## config.mk

```make
export PLATFORM = sky130hd
export DESIGN_NAME = timer_countdown_ctrl
export DESIGN_NICKNAME = d
export VERILOG_FILES = /design/src/rtl/timer_pkg.sv /design/src/rtl/sec_prescaler.sv /design/src/rtl/timer_countdown_ctrl.sv
export SDC_FILE = /design/constraint.sdc
export NUM_CORES = 1
export LEC_CHECK = 0
export ABC_AREA = 1
export CAP_MARGIN = 20
export CORE_ASPECT_RATIO = 0.7
export CORE_UTILIZATION = 60
export CTS_CLUSTER_SIZE = 24
export DETAILED_ROUTE_END_ITERATION = 10
export DONT_BUFFER_PORTS = 1
export GPL_TIMING_DRIVEN = 0
export PLACE_DENSITY = 0.76
export SLEW_MARGIN = 15
export SYNTH_ARGS = -nofsm -noshare
export SYNTH_HDL_FRONTEND = slang
export SYNTH_SLANG_ARGS = --single-unit
```

## constraint.sdc

```tcl
create_clock -name clk -period 3.1 [get_ports clk]
set_input_delay 0.31 -clock clk [delete_from_list [all_inputs] [get_ports clk]]
set_output_delay 0.31 -clock clk [all_outputs]
set_load 0.005 [all_outputs]
```

## src/rtl/timer_pkg.sv

```systemverilog
// timer_pkg: shared state encoding, BCD digit type and digit limits for the countdown timer
package timer_pkg;
  typedef enum logic [2:0] {IDLE, ENTRY, RUN, PAUSE, DONE} state_e;
  typedef logic [3:0] bcd_t;
  localparam bcd_t DIGIT_MAX = 4'd9;
  localparam bcd_t SEC_TENS_MAX = 4'd5;
endpackage

```

## src/rtl/sec_prescaler.sv

```systemverilog
// sec_prescaler: divides clk down to a one-cycle tick every TICKS_PER_SEC enabled cycles
module sec_prescaler #(
  parameter int TICKS_PER_SEC = 1000
) (
  input  logic clk,
  input  logic rst_n,
  input  logic en,
  input  logic clr,
  output logic tick
);
  localparam int W = $clog2(TICKS_PER_SEC);
  localparam logic [W-1:0] LAST = W'(TICKS_PER_SEC - 1);
  logic [W-1:0] cnt_q, cnt_d;
  always_comb begin
    tick  = en && cnt_q == LAST;
    cnt_d = clr ? '0 : !en ? cnt_q : tick ? '0 : cnt_q + 1'b1;
  end
  always_ff @(posedge clk) begin
    if (!rst_n) cnt_q <= '0;
    else        cnt_q <= cnt_d;
  end
endmodule

```

## src/rtl/timer_countdown_ctrl.sv

```systemverilog
// timer_countdown_ctrl: keypad entry, start/pause/cancel, door interlock and BCD m:ss countdown
module timer_countdown_ctrl
  import timer_pkg::*;
#(
  parameter int TICKS_PER_SEC = 1000
) (
  input  logic       clk,
  input  logic       rst_n,
  input  logic       digit_valid,
  input  logic [3:0] digit_in,
  input  logic       start,
  input  logic       stop,
  input  logic       door_closed,
  output logic [3:0] sec_ones,
  output logic [3:0] sec_tens,
  output logic [3:0] min,
  output logic       running,
  output logic       done
);
  state_e state_q, state_d;
  bcd_t ones_q, ones_d, tens_q, tens_d, min_q, min_d;
  logic running_q, running_d, done_q, done_d;
  logic in_run, halt, is_zero, dig_ok, start_ok, tick;
  always_comb begin
    in_run   = state_q == RUN;
    halt     = stop || (in_run && !door_closed);
    is_zero  = {min_q, tens_q, ones_q} == 12'd0;
    dig_ok   = digit_valid && digit_in <= DIGIT_MAX && ones_q <= SEC_TENS_MAX &&
               (state_q == IDLE || state_q == ENTRY || state_q == DONE);
    start_ok = start && door_closed && !is_zero && (state_q == ENTRY || state_q == PAUSE);
  end
  // Prescaler freezes on a halting edge so a resumed run keeps its phase.
  sec_prescaler #(.TICKS_PER_SEC(TICKS_PER_SEC)) u_presc (
    .clk  (clk),
    .rst_n(rst_n),
    .en   (in_run && !halt),
    .clr  (start_ok && state_q == ENTRY),
    .tick (tick)
  );
  always_comb begin
    state_d = state_q;
    ones_d  = ones_q;
    tens_d  = tens_q;
    min_d   = min_q;
    if (halt) begin
      state_d = in_run ? PAUSE : IDLE;
      if (!in_run) {min_d, tens_d, ones_d} = '0;
    end else if (dig_ok) begin
      // DONE always holds 0:00, so the plain shift also yields 0:0d there.
      {min_d, tens_d, ones_d} = {tens_q, ones_q, digit_in};
      state_d = ENTRY;
    end else if (start_ok) begin
      state_d = RUN;
    end else if (tick) begin
      ones_d  = ones_q != 4'd0 ? ones_q - 4'd1 : DIGIT_MAX;
      tens_d  = ones_q != 4'd0 ? tens_q : tens_q != 4'd0 ? tens_q - 4'd1 : SEC_TENS_MAX;
      min_d   = (ones_q | tens_q) != 4'd0 ? min_q : min_q - 4'd1;
      state_d = {min_q, tens_q, ones_q} == 12'h001 ? DONE : RUN;
    end
    running_d = state_d == RUN;
    done_d    = state_d == DONE;
  end
  always_ff @(posedge clk) begin
    if (!rst_n) begin
      state_q   <= IDLE;
      ones_q    <= '0;
      tens_q    <= '0;
      min_q     <= '0;
      running_q <= 1'b0;
      done_q    <= 1'b0;
    end else begin
      state_q   <= state_d;
      ones_q    <= ones_d;
      tens_q    <= tens_d;
      min_q     <= min_d;
      running_q <= running_d;
      done_q    <= done_d;
    end
  end
  assign sec_ones = ones_q;
  assign sec_tens = tens_q;
  assign min      = min_q;
  assign running  = running_q;
  assign done     = done_q;
endmodule

```

==> results of run 1 <==
[logic make-up (layout without fill, tap and decap cells)]
logic type               count (synthesis)  count (layout)
AO/OA/AOI/OAI                           24              24
XOR/XNOR                                 4               4
adder cells (fa/ha/maj)                  3               3
buffers and inverters                   36              40
flip-flops                              27              27
AND/OR/NAND/NOR                        168             168
[per-stage QoR]
stage                     setup slack, ns  hold slack, ns  cells  utilization (%)
after detailed placement             1.40           0.461    298             64.6
after floorplan                      1.67           0.448    262                -
after CTS                            1.38           0.167    302             66.2
final                                1.39           0.173    302             66.2
after global routing                 1.19           0.158    302             66.2
after global placement               1.42           0.459    298             64.6
[state kept, by name, summed over array words and instances, names as in the netlist]
register and flops:
u_presc.cnt_q 10, min 4, done 1, sec_ones 4
state_q 3, sec_tens 4, running 1
[worst max-delay path by stage]
stage / to / startpoint / cells after the start
final: u_presc.cnt_q[3]$_SDFFE_PP0P_ / min[0]$_SDFFE_PN0P_ / 10
after global routing: u_presc.cnt_q[7]$_SDFFE_PP0P_ / min[0]$_SDFFE_PN0P_ / 10
after CTS: u_presc.cnt_q[3]$_SDFFE_PP0P_ / min[0]$_SDFFE_PN0P_ / 10
after detailed placement: u_presc.cnt_q[7]$_SDFFE_PP0P_ / min[0]$_SDFFE_PN0P_ / 10
after global placement: u_presc.cnt_q[7]$_SDFFE_PP0P_ / min[0]$_SDFFE_PN0P_ / 10
after floorplan: u_presc.cnt_q[8]$_SDFFE_PP0P_ / min[0]$_SDFFE_PN0P_ / 10
[cell type report]
class | instances | area (µm²)
Tap cell | 36 | 45.0
Inverter | 35 | 139
Sequential cell | 27 | 541
Clock buffer | 4 | 45.0
Multi-Input combinational cell | 199 | 1070
Fill cell | 266 | 947
Buffer | 1 | 11.3
[cells in the final DEF (no fill, tap or decap), types with 6 or more instances in the layout]
master   netlist  routed
inv_1         30      30
nor3_1         6       6
dfxtp_1       27      27
nor2_1        40      40
nand3_1       18      18
nand2_1       75      75
o21ai_0       10      10
nand4_1        7       7
a21oi_1        8       8
[routing by layer]
layer	global-route usage [%]	part of all wire [%]	vias up
met5	0	0	-
met4	6.38	1.1	0
met3	6.07	4.4	5
met2	37.4	39	32
met1	39.1	55	707
li1	-	-	852
[report_power, final]
part           internal [W]  switching (W)
Sequential         0.000366      0.0000199
Clock             0.0000921       0.000105
Combinational     0.0000688       0.000128
==> out/metrics.cfg, run 1 <==
[clocking]
worstSkewPairLatency_ns = 0.27
cts_tree = yes
cts_inserted_buffers = 3
htree_num_levels = 1
post_cts_buffers = 0
clock_path_buffers = 2
cts_root_buffer = clkbuf_8
ctsResizeCount = 0
cts_num_sinks = 27
clk_pin_slew_worst_paths_ns = 0.09
hold_buffers = 0

[routing]
wire_per_inst_um = 12.3
wirelength_um = 3720
drt_iter0_markers = 171
remaining_drc_errors = 0
firstDrtPassIters = 4
ant_nets = 0
vias_per_cell = 5.28
via_count = 1596

[critical_path]
crit_chain = inv_1 > ha_1 > nand2_1 > nor2_1 > nand3_1 > nand2_1 > o21ai_2 > inv_1 > nand2_1 > nor3_1
start_kind = flop
r2r-end = u_presc.cnt_q[3]$_SDFFE_PP0P_
worstPathRequired_ns = 3.27
cp.arrival_ns = 1.88
critical_path_buf_inv_count = 2
r2r_start = min[0]$_SDFFE_PN0P_
critPathCaptureType = flop
critPathMaxStageDelay_ns = 0.37
path_delay_family = simple AND/OR/NAND/NOR gates
r2r_setup_slack_ns = 1.39
path_class = reg -> reg
cp_common_cell = nand2_1
crit_path_max_fanout = 6
crit_path_top_delay_cell = dfxtp_1
reg2reg_depth = 10

[layout]
nNetsFinal = 280
drive_gt1_share_pct = 11.3
antenna_cells = 0
syn2layout_area_growth_pct = 5.10
fin_area_um2 = 1860

[global_routing]
grt_use_total_pct = 26.1
grt_pass1_vias = 1278
grt_max_degree = 15
gr-total-overflow = 0
grt_pass1_wl_um = 6000
antenna_found_initial = 0

[timing]
setup_violations = 0
setup_tns_ns = 0
slew_headroom_pct = 67.4
rsz0062_at_grt = no
hold_viol_final = 0
finClkSkew_ns = 0.00306
finalMaxSlewViolations = 0
max_freq_mhz = 586
tightest_slew_ns = 0.484
finalCriticalPeriod_ns = 1.71
period_share_pct = 55.1

[synthesis]
syn_inst = 262
synth_area_leaders = dfxtp_1, nand2_1, nor2_1
synth-xor-area-share_pct = 1.98
synth_adder_area_share_pct = 2.13
seq_area_frac_synth_pct = 30.6
synth_compound_area_share_pct = 8.08
yosysMostFrequentCell = nand2_1
synth-seq-cells = 27
synth_top_family_by_area = simple AND/OR/NAND/NOR gates
syn_nets = 275
synth_edf_count = 0
synthMuxAreaShare_pct = 0
avgSynthCellArea_um2 = 6.74
synth_top_area_cell = dfxtp_1
synth-simple-area-share_pct = 48.7
synth_top_area_share_pct = 30.6
synth.distinct_cells = 32
yosys_most_used_dff = dfxtp_1
yosysWarnings = 0
async_flop_share_pct = 0
syn_area_um2 = 1770
synth_commonest_cells = nand2_1, nor2_1, inv_1, dfxtp_1, nand3_1

[place]
dp_hpwl_um = 2950
routabilityCongestion = 0.849
portBuffers = 0
placed_area_um2 = 1810

[die]
dieArea_um2 = 3170
start_util_pct = 63.0
core-area_um2 = 2800
core.rowCount = 16
die_y_um = 47.4
fp.dieW_um = 66.8
io_pins = 24

[pwr]
totalPowerFinal_w = 0.000780
powerDensity_nw_per_um2 = 420
p_leak_nw = 0.806
ir_drop_mv = 0.234

[worst_hold_path]
hold_path_class = in -> reg
whs_path_depth = 2
min_from = rst_n
min_to = done$_SDFF_PN0_

[flow_run]
cap_violations = 0

[run_status]
status = finished, final reports clean

(Power assumes the default switching activity.)
==> run 2, diff against run 1 <==
- clock period: 3.1 -> 1.6 ns (I/O delays scaled with it)
==> run 2 against run 1 <==
  * Design area grew 10%
  * Highest routed layer unchanged
  * Critical endpoint is now min[0]$_SDFFE_PN0P_
  * Power grew 100%
  * Cell count is 4.0% higher
  * Clock power increased by 95%
  * Non-clock buffer count increased by 12
  * Utilization is 6.9 points higher
  * Combinational power increased by 130%
  * Clock-buffer cell count did not move
  * Largest cell class unchanged
==> out/metrics.cfg, run 2 (same netlist as run 1, synthesis figures left out) <==
[run_status]
status = finished, final reports clean

[die]
fp.dieW_um = 66.8
core.rowCount = 16
die_y_um = 47.4
dieArea_um2 = 3170
io_pins = 24
core-area_um2 = 2800
start_util_pct = 63.0

[routing]
ant_nets = 0
wirelength_um = 4040
remaining_drc_errors = 0
wire_per_inst_um = 12.9
drt_iter0_markers = 138
firstDrtPassIters = 5
via_count = 1689
vias_per_cell = 5.38

[timing]
rsz0062_at_grt = yes
finalCriticalPeriod_ns = 1.52
finClkSkew_ns = 0.00382
max_freq_mhz = 657
period_share_pct = 95.1
slew_headroom_pct = 66.5
tightest_slew_ns = 0.498
hold_viol_final = 0
setup_violations = 0
setup_tns_ns = 0
finalMaxSlewViolations = 0

[layout]
antenna_cells = 0
top_register = u_presc.cnt_q
nNetsFinal = 292
final_common_cell = nand2_1
stdcell_count = 314
largest_reg_flops = 10
drive_gt1_share_pct = 25.9
fillers = 227
syn2layout_area_growth_pct = 16.0
final_cell_mix = nand2_1, nor2_1, inv_1, nand3_1, dfxtp_1
final_util_pct = 73.1

[critical_path]
r2r_setup_slack_ns = 0.08
cp.arrival_ns = 1.73
path_class = reg -> reg
critPathMaxStageDelay_ns = 0.37
crit_path_top_delay_cell = dfxtp_4
reg2reg_depth = 11
start_kind = flop
crit_path_max_fanout = 8
crit_chain = inv_4 > nand3_1 > nor2_4 > nand2_4 > inv_4 > nor2_4 > nand2_8 > nand3_4 > nand2_1 > nand2_1 > nor2_1
worstPathRequired_ns = 1.81
critPathCaptureType = flop

[clocking]
htree_num_levels = 1
hold_buffers = 0
worstSkewPairLatency_ns = 0.27
cts_num_sinks = 27
clock_path_buffers = 2
cts_inserted_buffers = 3
clk_pin_slew_worst_paths_ns = 0.09
cts_root_buffer = clkbuf_8
cts_tree = yes

[pwr]
clock_power_share_pct = 24.1
power.internal_w = 0.00107
sequentialPowerShare_pct = 47.2
p_sw_share_pct = 33.1
totalPowerFinal_w = 0.00160
combPwrFrac_pct = 28.7
ir_drop_mv = 0.499
p_leak_nw = 0.874
switchingPower_w = 0.000529
powerDensity_nw_per_um2 = 779

[place]
portBuffers = 0
dp_hpwl_um = 2950
place_inst = 298
routabilityCongestion = 0.849

[global_routing]
grt_pass1_vias = 1314
grt_use_total_pct = 26.4
gr-total-overflow = 0
antenna_found_initial = 0
grt_max_degree = 15
grt_pass1_wl_um = 6090

[worst_hold_path]
hold_path_class = in -> reg
whs_path_depth = 2

[flow_run]
cap_violations = 0

run 2: changes by cell type in the layout (fill, tap and decap cells not counted), sizes merged:
cell and delta:
buf +12
run 2: cell type report:
| cell class | count | area (µm²) | area share (%) |
|---|---|---|---|
| clock buffer | 4 | 45.0 | 2.20 |
| timing repair buffer | 12 | 93.8 | 4.58 |
| multi-input combinational | 199 | 1150 | 56.4 |
| buffer | 1 | 11.3 | 0.550 |
| tap | 36 | 45.0 | 2.20 |
| inverter | 35 | 141 | 6.90 |
| sequential | 27 | 557 | 27.2 |
run 2: metrics by stage:
| stage | setup slack, ns | hold WS, ns | area [µm²] |
|---|---|---|---|
| 2_1_floorplan | 0.171 | 0.298 | 1770 |
| 3_3_place_gp | -0.0755 | 0.309 | 1810 |
| 3_5_place_dp | -0.0964 | 0.311 | 1810 |
| 4_1_cts | 0.00286 | 0.0169 | 1900 |
| 5_1_grt | -0.0298 | 0.00833 | 2050 |
| 6_report | 0.0778 | 0.0223 | 2050 |
run 2: path summary, 6_finish.rpt:
| check | endpoint | startpoint |
|---|---|---|
| worst max-delay path | min[0]$_SDFFE_PN0P_ | state_q[1]$_SDFF_PN0_ |
| worst min-delay path | done$_SDFF_PN0_ | rst_n |
| worst max register to register | min[0]$_SDFFE_PN0P_ | state_q[1]$_SDFF_PN0_ |
| worst min register to register | sec_ones[3]$_SDFFE_PN0P_ | sec_ones[3]$_SDFFE_PN0P_ |
run 2: what timing repair did:
action / CTS / global route
endpoints found under the setup margin: 12 / 27
buffers inserted: 4 / 8
pin swaps: 4 / 9
gates resized for setup: 4 / 35
run 2: power by group through the flow:
stage,Sequential [W],Clock [W],Combinational [W]
floorplan,0.000755,0,0.000315
global placement,0.000762,0,0.000370
detailed placement,0.000764,0,0.000378
CTS,0.000748,0.000398,0.000393
global route,0.000762,0.000419,0.000519
finish,0.000753,0.000385,0.000458
run 2: per-layer routing:
| metal | track usage (%) | wire length, µm |
|---|---|---|
| met5 | 0 | 0 |
| met4 | 6.38 | 29 |
| met3 | 6.07 | 239 |
| met2 | 38.6 | 1730 |
| met1 | 39.1 | 2040 |
run 2: worst max-delay path, delay by kind of cell, from the launching register on:
| family | cells | cell delay (ns) |
|---|---|---|
| and+or+nand+nor | 9 | 0.92 |
| DFF | 1 | 0.37 |
| buffers and inverters | 2 | 0.17 |
==> run 3, diff against run 2 <==
- CELL_PAD_IN_SITES_DETAIL_PLACEMENT: default -> 1
- CELL_PAD_IN_SITES_GLOBAL_PLACEMENT: default -> 2
- CORE_UTILIZATION: 60 -> 34
- PLACE_DENSITY: 0.76 -> default
- PLACE_DENSITY_LB_ADDON: default -> 0.1
==> run 3 against run 2 <==
  * Worst setup slack improved by 0.0012 ns
  * Critical path depth did not move
  * Global-route usage fell by 7.3 points
  * First-iteration DRC count fell by 56%
  * Sequential share of layout area fell by 0.61 points
  * Largest power group unchanged
  * Routed wire length rose by 21%
  * Critical path type unchanged
==> out/metrics.cfg, run 3 (same netlist as run 1, synthesis figures left out) <==
[die]
core-area_um2 = 4890
start_util_pct = 36.1
die_y_um = 62.3
io_pins = 24
fp.dieW_um = 88.1
core.rowCount = 21
dieArea_um2 = 5490

[routing]
via_count = 1702
vias_per_cell = 4.86
remaining_drc_errors = 0
drt_iter0_markers = 61
ant_nets = 0
wirelength_um = 4890
firstDrtPassIters = 4
wire_per_inst_um = 14.0

[worst_hold_path]
whs_path_depth = 2
hold_path_class = in -> reg

[global_routing]
gr-total-overflow = 0
grt_pass1_vias = 1587
grt_max_degree = 15
grt_pass1_wl_um = 8160
grt_use_total_pct = 19.1
antenna_found_initial = 0

[clocking]
cts_num_sinks = 27
clock_path_buffers = 2
cts_tree = yes
cts_inserted_buffers = 3
cts_root_buffer = clkbuf_8
htree_num_levels = 1
clk_pin_slew_worst_paths_ns = 0.09
worstSkewPairLatency_ns = 0.28

[place]
portBuffers = 0
routabilityCongestion = 0.755
dp_hpwl_um = 3740
place_inst = 331

[critical_path]
crit_path_max_fanout = 8
critPathCaptureType = flop
start_kind = flop
reg2reg_depth = 11
path_class = reg -> reg
worstPathRequired_ns = 1.78
cp.arrival_ns = 1.70

[pwr]
p_leak_nw = 0.894
powerDensity_nw_per_um2 = 753
totalPowerFinal_w = 0.00163
ir_drop_mv = 0.247

[timing]
hold_viol_final = 0
rsz0062_at_grt = yes
slew_headroom_pct = 67.3
period_share_pct = 95.1
max_freq_mhz = 657
finalMaxSlewViolations = 0
setup_violations = 0
finClkSkew_ns = 0.00823
tightest_slew_ns = 0.485
finalCriticalPeriod_ns = 1.52
hold_slack_ns = 0.0889

[run_status]
status = finished, final reports clean

[layout]
antenna_cells = 0
syn2layout_area_growth_pct = 23.0
final_cell_mix = nand2_1, nor2_1, inv_1, nand3_1, buf_4
final_util_pct = 44.4
nNetsFinal = 295
drive_gt1_share_pct = 30.6
stdcell_count = 350
final_common_cell = nand2_1
fillers = 651
largest_reg_flops = 10
top_register = u_presc.cnt_q

[flow_run]
cap_violations = 0

[run 3: cell count changes in the layout (fill, tap and decap cells not counted), sizes merged]
cell,previous run,this run
buf,13,15
dlygate4sd3,0,1
[run 3: cell type report]
| type | instances | area [µm²] | share of cell area (%) |
|---|---|---|---|
| plain buffers | 1 | 11.3 | 0.519 |
| inverters | 35 | 144 | 6.63 |
| clock buffers | 4 | 45.0 | 2.07 |
| repair buffers | 15 | 115 | 5.30 |
| well taps | 69 | 86.3 | 3.98 |
| multi-input cells | 199 | 1190 | 54.9 |
| flip-flops and latches | 27 | 577 | 26.6 |
[run 3: worst max-delay path: stages (launching register included)]
cell	delay [ns]
dfxtp_4	0.39
inv_4	0.05
nor2_8	0.14
nand4_4	0.20
clkinv_4	0.13
nand2_8	0.07
nand2_2	0.08
nand2_2	0.06
nor2_4	0.15
inv_2	0.05
nand2_1	0.05
nor2_1	0.04
[run 3: final timing paths]
| check | startpoint | to | slack (ns) |
|---|---|---|---|
| worst max-delay path | state_q[1]$_SDFF_PN0_ | running$_SDFF_PN0_ | 0.08 |
| worst min register to register | sec_ones[3]$_SDFFE_PN0P_ | sec_ones[3]$_SDFFE_PN0P_ | 0.50 |
| worst min-delay path | rst_n | state_q[0]$_SDFF_PN0_ | 0.09 |
| worst max register to register | state_q[1]$_SDFF_PN0_ | running$_SDFF_PN0_ | 0.08 |
[run 3: per-layer routing]
| layer | GRT usage [%] | wire length, µm | vias to the layer above |
|---|---|---|---|
| li1 | - | - | 888 |
| met1 | 31.7 | 2740 | 780 |
| met5 | 0 | 0 | - |
| met3 | 4.65 | 253 | 2 |
| met2 | 24.3 | 1870 | 32 |
| met4 | 3.02 | 27 | 0 |
[run 3: timing repair]
item	CTS	global route
hold buffers	0	1
pin swaps	4	18
buffers inserted	4	10
gates cloned	0	0
hold endpoints to repair	0	1
resized for setup	8	52
endpoints found under the setup margin	20	27
[run 3: per-stage QoR]
stage | instance area [µm²] | setup WS (ns) | setup TNS [ns]
CTS | 1950 | 0.00290 | 0
floorplan | 1770 | 0.171 | 0
detailed placement | 1850 | -0.193 | -1.02
global placement | 1850 | -0.190 | -1.07
global route | 2170 | -0.0382 | -0.148
finish | 2170 | 0.0790 | 0
[run 3: power by group]
| part | switching [W] | total (W) | internal, W |
|---|---|---|---|
| Sequential | 0.0000474 | 0.000753 | 0.000705 |
| Clock | 0.000220 | 0.000398 | 0.000179 |
| Combinational | 0.000298 | 0.000482 | 0.000184 |
